File: src/rtl/sw_alloc_if.sv
// Switch allocator handshake bundle.
// Groups the receiver request/grant signals and the transmitter
// start/select/done signals of one router node.
//   sw_req   : per-input transfer request
//   sw_chnl  : per-input requested output port, PORT_BITS per input
//   sw_gnt   : per-input grant, held for the whole transfer
//   tx_start : per-output one-cycle start pulse
//   tx_sel   : per-output crossbar select, SEL_BITS per output
//   tx_done  : per-output completion pulse
// Modports: master = receivers/transmitters side, slave = allocator.
interface sw_alloc_if #(
    parameter int PORTS     = 5,
    parameter int PORT_BITS = 8,
    parameter int SEL_BITS  = 3
);
    logic [PORTS-1:0]           sw_req;
    logic [PORTS*PORT_BITS-1:0] sw_chnl;
    logic [PORTS-1:0]           sw_gnt;
    logic [PORTS-1:0]           tx_start;
    logic [PORTS*SEL_BITS-1:0]  tx_sel;
    logic [PORTS-1:0]           tx_done;

    modport master (
        output sw_req, sw_chnl, tx_done,
        input  sw_gnt, tx_start, tx_sel
    );

    modport slave (
        input  sw_req, sw_chnl, tx_done,
        output sw_gnt, tx_start, tx_sel
    );
endinterface

File: src/rtl/sw_alloc.sv
// Switch allocator for one router node.
// One round-robin arbiter/FSM per output port picks among the inputs
// requesting that port, grants it for the whole packet transfer and
// releases the grant on the transmitter's done pulse.
// Ports:
//   clk   : clock, rising edge
//   reset : asynchronous active-high reset
//   bus   : sw_alloc_if.slave (sw_req/sw_chnl/tx_done in,
//           sw_gnt/tx_start/tx_sel out); all outputs registered.

// Per-output arbiter lane: state, round-robin pointer, start pulse and
// crossbar select. set/clr tell the top which input grant to raise or drop.
module sw_alloc_out #(
    parameter int PORTS    = 5,
    parameter int SEL_BITS = 3
) (
    input  logic                clk,
    input  logic                reset,
    input  logic [PORTS-1:0]    cand,
    input  logic                done,
    output logic                start,
    output logic [SEL_BITS-1:0] sel,
    output logic [PORTS-1:0]    set,
    output logic [PORTS-1:0]    clr
);
    typedef enum logic {ST_IDLE, ST_BUSY} state_t;

    state_t              state;
    logic [SEL_BITS-1:0] last;
    logic                found;
    logic [SEL_BITS-1:0] win;
    logic [SEL_BITS:0]   idx;

    // Scan last+1, last+2, ... modulo PORTS; first candidate wins.
    always_comb begin
        found = 1'b0;
        win   = '0;
        idx   = '0;
        for (int k = 1; k <= PORTS; k++) begin
            idx = {1'b0, last} + (SEL_BITS+1)'(k);
            if (idx >= (SEL_BITS+1)'(PORTS))
                idx = idx - (SEL_BITS+1)'(PORTS);
            if (!found && cand[idx[SEL_BITS-1:0]]) begin
                found = 1'b1;
                win   = idx[SEL_BITS-1:0];
            end
        end
    end

    always_comb begin
        set = '0;
        clr = '0;
        if (state == ST_IDLE && found)
            set = PORTS'(1) << win;
        if (state == ST_BUSY && done)
            clr = PORTS'(1) << sel;
    end

    always_ff @(posedge clk or posedge reset) begin
        if (reset) begin
            state <= ST_IDLE;
            start <= 1'b0;
            sel   <= '0;
            last  <= SEL_BITS'(PORTS-1);   // input 0 gets first priority
        end else begin
            case (state)
                ST_IDLE: begin
                    start <= 1'b0;
                    if (found) begin
                        start <= 1'b1;
                        sel   <= win;
                        last  <= win;
                        state <= ST_BUSY;
                    end
                end
                ST_BUSY: begin
                    start <= 1'b0;
                    if (done)
                        state <= ST_IDLE;
                end
                default: state <= ST_IDLE;
            endcase
        end
    end
endmodule

module sw_alloc #(
    parameter int PORTS     = 5,
    parameter int PORT_BITS = 8,
    parameter int SEL_BITS  = 3
) (
    input  logic     clk,
    input  logic     reset,
    sw_alloc_if.slave bus
);
    logic [PORTS-1:0][PORTS-1:0] cand;   // [output][input]
    logic [PORTS-1:0][PORTS-1:0] set;
    logic [PORTS-1:0][PORTS-1:0] clr;
    logic [PORTS-1:0]            set_any;
    logic [PORTS-1:0]            clr_any;
    logic [PORTS-1:0]            gnt_q;
    logic [PORTS-1:0]            start_v;
    logic [PORTS*SEL_BITS-1:0]   sel_v;

    // Out-of-range sw_chnl values never equal any o, so they are ignored.
    // Inputs already granted are masked so a stale request cannot re-win.
    always_comb begin
        cand = '0;
        for (int o = 0; o < PORTS; o++)
            for (int i = 0; i < PORTS; i++)
                cand[o][i] = bus.sw_req[i] && !gnt_q[i] &&
                             (bus.sw_chnl[i*PORT_BITS +: PORT_BITS] == PORT_BITS'(o));
    end

    always_comb begin
        set_any = '0;
        clr_any = '0;
        for (int o = 0; o < PORTS; o++) begin
            set_any = set_any | set[o];
            clr_any = clr_any | clr[o];
        end
    end

    // An input requests one port only, so set and clr never hit the same bit.
    always_ff @(posedge clk or posedge reset) begin
        if (reset) gnt_q <= '0;
        else       gnt_q <= (gnt_q & ~clr_any) | set_any;
    end

    for (genvar o = 0; o < PORTS; o++) begin : g_out
        sw_alloc_out #(.PORTS(PORTS), .SEL_BITS(SEL_BITS)) u_out (
            .clk   (clk),
            .reset (reset),
            .cand  (cand[o]),
            .done  (bus.tx_done[o]),
            .start (start_v[o]),
            .sel   (sel_v[o*SEL_BITS +: SEL_BITS]),
            .set   (set[o]),
            .clr   (clr[o])
        );
    end

    assign bus.sw_gnt   = gnt_q;
    assign bus.tx_start = start_v;
    assign bus.tx_sel   = sel_v;
endmodule

File: src/flat_wrapper.sv
// flat-port wrapper written by rule: the top's interface ports become plain ports
module sw_alloc_flat 
#(
    parameter int PORTS     = 5,
    parameter int PORT_BITS = 8,
    parameter int SEL_BITS  = 3
)
  (clk, reset, bus_sw_req, bus_sw_chnl, bus_tx_done, bus_sw_gnt, bus_tx_start, bus_tx_sel);
  sw_alloc_if #(.PORTS(PORTS), .PORT_BITS(PORT_BITS), .SEL_BITS(SEL_BITS)) bus_i ();
  input  logic clk;
  input  logic reset;
  input wire logic [$bits(bus_i.sw_req)-1:0] bus_sw_req;
  input wire logic [$bits(bus_i.sw_chnl)-1:0] bus_sw_chnl;
  input wire logic [$bits(bus_i.tx_done)-1:0] bus_tx_done;
  output wire logic [$bits(bus_i.sw_gnt)-1:0] bus_sw_gnt;
  output wire logic [$bits(bus_i.tx_start)-1:0] bus_tx_start;
  output wire logic [$bits(bus_i.tx_sel)-1:0] bus_tx_sel;
  assign bus_i.sw_req = bus_sw_req;
  assign bus_i.sw_chnl = bus_sw_chnl;
  assign bus_i.tx_done = bus_tx_done;
  assign bus_sw_gnt = bus_i.sw_gnt;
  assign bus_tx_start = bus_i.tx_start;
  assign bus_tx_sel = bus_i.tx_sel;
  sw_alloc #(.PORTS(PORTS), .PORT_BITS(PORT_BITS), .SEL_BITS(SEL_BITS)) u_core (.clk(clk), .reset(reset), .bus(bus_i));
endmodule
File: config.mk
export PLATFORM = sky130hd
export DESIGN_NAME = sw_alloc_flat
export DESIGN_NICKNAME = d
export VERILOG_FILES = /design/src/rtl/sw_alloc_if.sv /design/src/rtl/sw_alloc.sv /design/src/flat_wrapper.sv
export SDC_FILE = /design/constraint.sdc
export NUM_CORES = 1
export LEC_CHECK = 0
export CORE_MARGIN = 2
export CORE_UTILIZATION = 35
export CTS_CLUSTER_SIZE = 20
export DETAILED_ROUTE_END_ITERATION = 6
export RECOVER_POWER = 100
export SLEW_MARGIN = 20
export SYNTH_ARGS = -nofsm -noshare
export SYNTH_HDL_FRONTEND = slang
export SYNTH_SLANG_ARGS = --single-unit
File: constraint.sdc
create_clock -name clk -period 7.6 [get_ports clk]
set_input_delay 1.52 -clock clk [delete_from_list [all_inputs] [get_ports clk]]
set_output_delay 1.52 -clock clk [all_outputs]
set_load 0.02 [all_outputs]
==> results.json, run 1 <==
{
  "diodes": 0,
  "fin_skew_ps": 11.2,
  "core_area_sq_mm": 0.0216,
  "holdWs_ps": 544,
  "max_freq_mhz": 161,
  "drtPass1Iterations": 5,
  "cts-root-buf": "clkbuf_16",
  "drive_above_1_share": 0.0592,
  "outcome": "complete, but fails checks",
  "arrival_ps": 6360,
  "rsz0062_at_grt": "no",
  "ys_seq_area_frac": 0.115,
  "h-tree-depth": 2,
  "setup_viol": 0,
  "ant_nets": 0,
  "slew_headroom": -0.457,
  "maxSlewViolCount": 45,
  "cp_slowest_cell": "nor4_1",
  "ys_seq_elements": 35,
  "cap_violations": 2,
  "internal-power_w": 0.00151,
  "min_period_ps": 6200,
  "syn_area_sq_mm": 0.00764,
  "synth_edf_count": 0,
  "numClockSinks": 35,
  "placementRows": 54,
  "clockPowerShare": 0.082,
  "synth_compound_area_frac": 0.279,
  "max_slew.worst_pin.slew_ps": 2190,
  "first_global_vias": 7817,
  "worstSetupPathType": "in2reg",
  "initial_core_util": 0.354,
  "start_kind": "input pin",
  "synth_fa_ha_area_frac": 0.103,
  "leakage_nw": 3.52,
  "drt_iter0_drc": 733,
  "clock_path_buffers": 2,
  "synthCells": 1043,
  "area_growth_pct": 14.0,
  "die_w_um": 152,
  "grt_pass1_wl_mm": 42.0,
  "instances_no_fill": 1361,
  "cts_tree": "done",
  "async_flop_share": 1.00,
  "routed_wl_mm": 26.7,
  "die_area_sq_mm": 0.0230,
  "syn-num-nets": 1155,
  "synth_top_family_by_area": "simple AND/OR/NAND/NOR gates",
  "overflow": 0,
  "cp_max_fo": 8,
  "cp_top_family": "simple AND/OR/NAND/NOR gates",
  "hpwl_mm": 21.3,
  "synth-xor-area-share": 0.0195,
  "finalCritPeriodShare": 0.816,
  "ios": 77,
  "critPathRequiredTime_ps": 7760,
  "crit_path_cell_trace": "dlygate4sd3_1 -> nor4_1 -> nand4b_1 -> nor4_1 -> a31o_1 -> o311ai_0 -> o31ai_1 -> a22o_1 -> or3_1 -> nand3_1 -> or4_1",
  "power.density_mw_per_mm2": 391,
  "die_y_um": 152,
  "cts-resized-gates": 0,
  "yosys.area_share.simple": 0.352,
  "antenna_found_initial": 0,
  "ctsHoldBuffers": 0,
  "worst_path_largest_cell_delay_ps": 1270,
  "post_cts_buffers": 0,
  "cpMostUsedCell": "nor4_1",
  "clock_latency_ps": 290,
  "critPathBufInv": 1,
  "syn-mean-instance-area_sq_um": 7.33,
  "nFillCells": 2254,
  "drt_drc_violations_left": 0,
  "hold_viol_final": 0,
  "hold_path.class": "reg2reg",
  "cts_made_buffers": 5,
  "synthDistinctLibCells": 96,
  "ys.flop_type": "dfrtp_1",
  "port_buffers": 76,
  "power_frac_comb": 0.790,
  "grt_use_total": 0.233,
  "grt_max_degree": 36,
  "ir_drop_v": 0.000166,
  "avgViaCountPerCell": 6.12,
  "clkSlewWorstSetupHoldPaths_ps": 60,
  "tns_ps": 0,
  "switching_power_w": 0.00190,
  "final_util": 0.403,
  "dr_total_vias": 8323,
  "synthMuxAreaShare": 0.0746,
  "critPathCaptureType": "register",
  "synth_warnings": 0,
  "place_inst": 1353,
  "violations": "capacitance limit, slew limit",
  "sequentialPowerShare": 0.128,
  "nNetsFinal": 1192,
  "wl_per_cell_um": 19.7,
  "switching_share": 0.558,
  "gp_congestion": 0.943
}
## path summary, 6_finish.rpt
kind	from	cells after the start	to	slack [ps]
max reg2reg	u_core.g_out[3].u_out.sel[0]$_DFFE_PP0P_	15	u_core.bus.sw_gnt[4]$_DFF_PP0_	2410
max in group asynchronous	reset	3	u_core.g_out[2].u_out.sel[2]$_DFFE_PP0P_	3880
max	bus_sw_chnl[37]	11	u_core.bus.sw_gnt[1]$_DFF_PP0_	1400
min	u_core.g_out[0].u_out.state$_DFF_PP0_	1	u_core.g_out[0].u_out.state$_DFF_PP0_	540
min reg2reg	u_core.g_out[0].u_out.state$_DFF_PP0_	1	u_core.g_out[0].u_out.state$_DFF_PP0_	540
min in group asynchronous	reset	3	u_core.g_out[3].u_out.start$_DFF_PP0_	2450
## power by group through the flow
stage               Combinational, W  Clock (W)  Sequential [W]
CTS                          0.00267   0.000285        0.000435
floorplan                    0.00208          0        0.000363
global placement             0.00265          0        0.000438
finish                       0.00269   0.000280        0.000435
detailed placement           0.00265          0        0.000437
global route                 0.00296   0.000293        0.000448
## sequential cells by signal (all words and copies together), names as in the netlist
signal                    count
u_core.g_out.u_out.state      5
u_core.g_out.u_out.start      5
u_core.g_out.u_out.sel       15
u_core.bus.sw_gnt             5
u_core.g_out.u_out.last       5
## metal layers
layer,vias up,track usage,wire length [um]
met4,0,0.0898,911
met2,322,0.365,11800
li1,4036,-,-
met3,47,0.0362,1830
met1,3918,0.321,12200
met5,-,0,0
## through the flow
step	setup slack, ps	instance area (sq um)	total power (W)
finish	1400	8710	0.00341
global route	1130	8710	0.00370
CTS	2070	8730	0.00339
detailed placement	1730	8540	0.00309
global placement	1860	8540	0.00309
floorplan	2990	7640	0.00244
## layout make-up
class	count	area, sq um	share of cell area
multi-input cells	909	6320	0.725
repair buffers	80	787	0.0903
well taps	280	350	0.0402
flip-flops and latches	35	882	0.101
inverters	49	184	0.0211
clock inverters	3	67.6	0.00776
clock buffers	5	125	0.0144
## cells by family (layout without fill, tap and decap cells)
group                    count (synthesis)  count (layout)
XOR/XNOR                                17              17
multiplexers                            49              49
AND/OR/NAND/NOR                        472             472
buffers and inverters                   99             137
flip-flops                              35              35
AO/OA/AOI/OAI                          311             311
adder cells (fa/ha/maj)                 60              60
## worst register-to-register path, stage by stage, from the launching register on
cell      delay, ps
dfrtp_1         780
clkinv_1        570
ha_1            380
ha_1            480
inv_1           160
o31ai_1         290
xor2_1          380
mux2i_1         150
a22oi_1         290
o211ai_1        300
o21bai_1        390
inv_1           190
o211ai_1        290
nand4_1         160
a21oi_1         200
nand2_1          70
## cell usage after synthesis (all sizes together), types with 30 or more instances
master,n,share of area
nand2,78,0.038
ha,55,0.090
inv,47,0.023
nand2b,31,0.025
nor2,81,0.040
nand3,37,0.024
mux2i,33,0.043
dfrtp,30,0.098
o21ai,65,0.043
nor3,44,0.030
clkbuf,31,0.015
a21oi,62,0.041
## cells in the final DEF (no fill, tap or decap), drive strengths merged, types with 15 or more instances in the layout
| master | count |
|---|---|
| a211oi | 15 |
| a21o | 19 |
| a21oi | 62 |
| and3 | 21 |
| clkdlybuf4s50 | 49 |
| dfrtp | 30 |
| dlygate4sd3 | 27 |
| ha | 55 |
| inv | 46 |
| mux2i | 33 |
| nand2 | 78 |
| nand2b | 31 |
| nand3 | 37 |
| nand4 | 24 |
| nor2 | 81 |
| nor2b | 26 |
| nor3 | 44 |
| nor4 | 16 |
| o211ai | 15 |
| o21a | 16 |
| o21ai | 65 |
| or4 | 16 |
No activity file was read; power rests on OpenSTA's default activity.
==> inputs of run 2 (changes only) <==
clock period = 5.45 ns   (was 7.6 ns; I/O delays follow)
==> run 2 against run 1 <==
- the run still ends with capacitance limit, slew limit left
- non-clock buffer count rose by 22
- hold slack worse by 22 ps
- worst setup slack worse by 930 ps
- sequential cell count unchanged
- final area grew 1.1%
- first-iteration DRC count grew 5.6%
- utilization up 0.43 points
- critical path depth grew 2
- sequential share of layout area decreased by 0.11 points
- clock-buffer cell count increased by 2
- power rose by 37%
- highest routed layer unchanged
==> results.json, run 2 (same netlist as run 1, synthesis figures left out) <==
{
  "outcome": "complete, but fails checks",
  "violations": "capacitance limit, slew limit",
  "cts-resized-gates": 0,
  "clock_latency_ps": 290,
  "area_growth_pct": 15.2,
  "h-tree-depth": 2,
  "power_frac_comb": 0.823,
  "ctsHoldBuffers": 0,
  "crit_path_cell_trace": "dlygate4sd3_1 -> or4b_1 -> nor4_1 -> clkbuf_1 -> or3b_1 -> mux2_1 -> a21o_1 -> nor3_1 -> nor3_1 -> o31ai_1 -> o21ai_0 -> and3_1 -> or4_1",
  "drtPass1Iterations": 7,
  "regMostFlops": "u_core.g_out.u_out.sel",
  "whs_path_depth": 1,
  "setup_viol": 0,
  "diodes": 0,
  "final_util": 0.407,
  "slew_headroom": -0.394,
  "dr_total_vias": 8421,
  "maxSlewViolCount": 36,
  "ir_drop_v": 0.000248,
  "ant_nets": 0,
  "hpwl_mm": 21.7,
  "leakage_nw": 3.60,
  "clock_path_buffers": 2,
  "hold_viol_final": 0,
  "grt_use_total": 0.230,
  "core_area_sq_mm": 0.0216,
  "worstSetupPathType": "in2reg",
  "final_common_cell": "nor2_1",
  "overflow": 0,
  "die_w_um": 152,
  "routed_wl_mm": 27.0,
  "rsz0062_at_grt": "no",
  "cap_violations": 1,
  "die_area_sq_mm": 0.0230,
  "avgViaCountPerCell": 6.09,
  "tns_ps": 0,
  "worstRegToRegCells": 15,
  "drt_drc_violations_left": 0,
  "cp_slowest_cell": "or4b_1",
  "cts_made_buffers": 5,
  "wl_per_cell_um": 19.5,
  "start_kind": "input pin",
  "post_cts_buffers": 0,
  "final_area_sq_mm": 0.00881,
  "internal-power_w": 0.00204,
  "ios": 77,
  "port_buffers": 76,
  "cts_tree": "done",
  "max_freq_mhz": 201,
  "switching_power_w": 0.00264,
  "cts-root-buf": "clkbuf_16",
  "first_global_vias": 7558,
  "worst_path_largest_cell_delay_ps": 590,
  "antenna_found_initial": 0,
  "grt_pass1_wl_mm": 41.9,
  "largest_register_ff_count": 15,
  "clockPowerShare": 0.061,
  "numClockSinks": 35,
  "max_slew.worst_pin.slew_ps": 2090,
  "finalCritPeriodShare": 0.913,
  "fin_skew_ps": 7.31,
  "power.density_mw_per_mm2": 531,
  "cp_max_fo": 7,
  "switching_share": 0.565,
  "dpl_cell_area_sq_mm": 0.00870,
  "grt_max_degree": 36,
  "drive_above_1_share": 0.0743,
  "min_period_ps": 4980,
  "hold_path.class": "reg2reg",
  "p_total_w": 0.00468,
  "gp_congestion": 0.964,
  "initial_core_util": 0.354,
  "clkSlewWorstSetupHoldPaths_ps": 60,
  "arrival_ps": 5130,
  "critPathRequiredTime_ps": 5600,
  "sequentialPowerShare": 0.116,
  "nNetsFinal": 1214,
  "placementRows": 54,
  "die_y_um": 152,
  "drt_iter0_drc": 774,
  "critPathCaptureType": "register",
  "cpMostUsedCell": "nor3_1",
  "final_cell_mix": "80 x nor2_1, 78 x nand2_1, 63 x o21ai_0, 62 x a21oi_1, 55 x ha_1"
}
## run 2: per-stage QoR
stage / hold WS, ps / setup slack, ps / cells
after floorplan: 492 / 1260 / 1043
after global placement: 511 / 588 / 1375
after detailed placement: 514 / 525 / 1375
after CTS: 522 / 800 / 1383
after global routing: 558 / 210 / 1383
final: 522 / 473 / 1383
## run 2: worst max-delay path, delay by kind of cell
kind	cells	cell delay [ps]
simple gates	7	2200
buf+inv	2	910
compound gates	3	610
mux	1	320
## run 2: worst paths after layout
kind                                                           from                                    end  slack [ps]
max in group asynchronous                                     reset         u_core.bus.sw_gnt[1]$_DFF_PP0_        2250
min                           u_core.g_out[0].u_out.state$_DFF_PP0_  u_core.g_out[0].u_out.state$_DFF_PP0_         520
min reg2reg                   u_core.g_out[0].u_out.state$_DFF_PP0_  u_core.g_out[0].u_out.state$_DFF_PP0_         520
max reg2reg                u_core.g_out[3].u_out.sel[1]$_DFFE_PP0P_         u_core.bus.sw_gnt[2]$_DFF_PP0_         840
min in group asynchronous                                     reset  u_core.g_out[0].u_out.start$_DFF_PP0_        1990
max                                                 bus_sw_chnl[31]         u_core.bus.sw_gnt[1]$_DFF_PP0_         470
## run 2: layout make-up
class,count,area (sq um)
clock buffers,7,133
repair buffers,102,941
clock inverters,1,5.00
fillers,2287,12800
flip-flops and latches,35,882
multi-input cells,909,6310
inverters,49,184
well taps,280,350
## run 2: layer usage
layer | share of wire | vias to the layer above | GRT usage
li1 | - | 4077 | -
met1 | 0.47 | 3992 | 0.338
met2 | 0.45 | 321 | 0.371
met3 | 0.061 | 31 | 0.0147
met4 | 0.021 | 0 | 0.0495
met5 | 0 | - | 0
## run 2: power groups by stage
stage | sequential [W] | combinational (W) | clock (W)
finish | 0.000543 | 0.00385 | 0.000284
detailed placement | 0.000544 | 0.00381 | 0
CTS | 0.000540 | 0.00384 | 0.000288
floorplan | 0.000507 | 0.00290 | 0
global route | 0.000559 | 0.00423 | 0.000296
global placement | 0.000544 | 0.00380 | 0
==> inputs of run 3 (changes only) <==
ABC_AREA = 1   (was default)
CTS_BUF_LIST = sky130_fd_sc_hd__clkbuf_8   (was default)
DONT_BUFFER_PORTS = 1   (was default)
==> run 3 against run 2 <==
- the run now ends clean
- die area is 12% higher
- non-clock buffer count is 98 lower
- routed wire length is 12% higher
- synthesized cell count is 48% higher
- sequential share of layout area is 0.093 points lower
- hold slack better by 5.0 ps
- via count is 16% higher
- global-route usage is 0.11 points lower
- sequential cell count stayed put
- critical path depth is 4 higher
- register-to-register slack better by 170 ps
- largest cell class unchanged
==> results.json, run 3 <==
{
  "outcome": "finished, final reports clean",
  "r2r_start": "u_core.g_out[1].u_out.sel[0]$_DFFE_PP0P_",
  "initial_core_util": 0.356,
  "cts-root-buf": "clkbuf_8",
  "crit_path_cell_trace": "clkbuf_1 -> inv_2 -> ha_1 -> inv_1 -> fa_1 -> o21ai_0 -> inv_1 -> nand4_1 -> nand2_1 -> nor2_4 -> nand4_1 -> nand2_1 -> inv_1 -> nand4_1 -> nor2_1 -> nor2_1 -> nand3_1",
  "arrival_ps": 4640,
  "synth_warnings": 0,
  "regArea_sq_um": 882,
  "max_freq_mhz": 225,
  "drt_iter0_drc": 712,
  "grt_use_total": 0.229,
  "gp_congestion": 0.995,
  "synth_edf_count": 0,
  "routed_wl_mm": 30.3,
  "grt_pass1_wl_mm": 47.6,
  "first_global_vias": 8885,
  "numClockSinks": 35,
  "hold_path.class": "reg2reg",
  "start_kind": "register",
  "cts_made_buffers": 5,
  "worstSetupPathType": "reg2reg",
  "ant_nets": 0,
  "rsz0062_at_grt": "no",
  "regMostFlops": "u_core.g_out.u_out.sel",
  "port_buffers": 0,
  "yosys.area.top_type": "nand2_1",
  "syn_area_sq_mm": 0.00862,
  "nFillCells": 2756,
  "dr_total_vias": 9804,
  "die_area_sq_mm": 0.0259,
  "die_w_um": 161,
  "worstRegToRegCells": 17,
  "overflow": 0,
  "slew_headroom": 0.0950,
  "drive_above_1_share": 0.0831,
  "grt_busiest_layer": "met2",
  "min_period_ps": 4440,
  "largest_register_ff_count": 15,
  "ys_seq_elements": 35,
  "final_cell_mix": "491 x nand2_1, 217 x nand3_1, 205 x inv_1, 160 x nor2_1, 80 x nand4_1",
  "h-tree-depth": 2,
  "clkSlewWorstSetupHoldPaths_ps": 90,
  "synthCells": 1546,
  "cts_tree": "done",
  "cp-endpoint": "u_core.bus.sw_gnt[0]$_DFF_PP0_",
  "critPathRequiredTime_ps": 5650,
  "final_common_cell": "nand2_1",
  "antenna_found_initial": 0,
  "met3_usage": 0.0382,
  "drt_drc_violations_left": 0,
  "maxSlewViolCount": 0,
  "setup_viol": 0,
  "drtPass1Iterations": 5,
  "die_y_um": 161,
  "area_growth_pct": 3.09,
  "clock_path_buffers": 2,
  "wl_per_cell_um": 16.4,
  "max_slew.worst_pin.slew_ps": 1360,
  "fin_skew_ps": 7.02,
  "multiInputGateArea_sq_mm": 0.00663,
  "ys.flop_type": "dfrtp_1",
  "use_met2": 0.392,
  "yosysMostFrequentCell": "nand2_1",
  "cp_slowest_cell": "clkbuf_1",
  "r2r_slack_ps": 1010,
  "cap_violations": 0,
  "finalCritPeriodShare": 0.815,
  "clock_latency_ps": 310,
  "synth_commonest_cells": "486 x nand2_1, 216 x nand3_1, 198 x inv_1",
  "ctsHoldBuffers": 0,
  "diodes": 0,
  "startpoint": "u_core.g_out[1].u_out.sel[0]$_DFFE_PP0P_",
  "placementRows": 57,
  "ios": 77,
  "critPathCaptureType": "register",
  "core_area_sq_mm": 0.0242,
  "syn-num-nets": 1658,
  "grt_util_met1": 0.302,
  "syn-mean-instance-area_sq_um": 5.58,
  "ys_seq_area_frac": 0.102,
  "cts-resized-gates": 0,
  "tns_ps": 0,
  "grt_max_degree": 24,
  "cp_max_fo": 17,
  "avgViaCountPerCell": 5.29,
  "whs_path_depth": 1,
  "hold_viol_final": 0,
  "reg2reg_to": "u_core.bus.sw_gnt[0]$_DFF_PP0_",
  "yosysTopAreaCellShare": 0.212,
  "post_cts_buffers": 0,
  "synth.area.top_cells": "nand2_1 21%, nand3_1 13%, dfrtp_1 8.7%",
  "hpwl_mm": 25.5,
  "async_flop_share": 1.00,
  "nNetsFinal": 1640,
  "worst_path_largest_cell_delay_ps": 920,
  "synthDistinctLibCells": 50
}
[run 3: changes by cell type in the layout (fill, tap and decap cells not counted), moves of 33 or more]
cell and delta:
clkdlybuf4s50_1 -48, nand3_1 +180, inv_1 +160, mux2i_1 -33, nand2_1 +413, nand4_1 +56, nor2_1 +80, a21oi_1 -33
[run 3: metal layers]
metal	routed length, um	part of all wire	vias up
li1	-	-	4988
met1	13600	0.45	4492
met2	14200	0.47	292
met3	1920	0.063	32
met4	639	0.021	0
met5	0	0	-
[run 3: cell families after synthesis]
kind of cell | synth area share
simple gates | 0.570
xor+xnor | 0.0170
flops | 0.102
fa+ha+maj | 0.0914
buf+inv | 0.122
compound gates | 0.0972
[run 3: layout make-up]
class,instances,share of cell area
multi-input cells,1260,0.746
clock buffers,5,0.00774
well taps,324,0.0456
inverters,222,0.0940
repair buffers,4,0.00211
flip-flops and latches,35,0.0992
clock inverters,3,0.00493
[run 3: worst min-delay path by stage]
stage,end,slack (ps),startpoint
final,u_core.g_out[2].u_out.state$_DFF_PP0_,530,u_core.g_out[2].u_out.state$_DFF_PP0_
after global routing,u_core.g_out[0].u_out.state$_DFF_PP0_,540,u_core.g_out[0].u_out.state$_DFF_PP0_
after CTS,u_core.g_out[2].u_out.state$_DFF_PP0_,530,u_core.g_out[2].u_out.state$_DFF_PP0_
after detailed placement,u_core.g_out[2].u_out.state$_DFF_PP0_,510,u_core.g_out[2].u_out.state$_DFF_PP0_
after global placement,u_core.g_out[0].u_out.state$_DFF_PP0_,500,u_core.g_out[0].u_out.state$_DFF_PP0_
after floorplan,u_core.g_out[0].u_out.state$_DFF_PP0_,490,u_core.g_out[0].u_out.state$_DFF_PP0_
[run 3: critical path, delay by kind of cell (launching register included)]
kind            cells  cell delay [ps]
simple gates        9             1210
buf+inv             5             1610
compound gates      1              460
flops               1              330
fa+ha+maj           2              720
[run 3: through the flow]
step | cells | util | area [sq um] | setup WS (ps) | hold slack (ps)
final | 1853 | 0.367 | 8890 | 1010 | 527
after global routing | 1853 | 0.367 | 8890 | 636 | 540
after CTS | 1853 | 0.369 | 8960 | 1620 | 530
after detailed placement | 1845 | 0.365 | 8840 | 1530 | 510
after global placement | 1845 | 0.365 | 8840 | 1620 | 496
after floorplan | 1546 | - | 8620 | 2420 | 485
Power of run 3 is not shown: default switching activity piles up to over one toggle a cycle in this logic, so the estimate is an artifact.
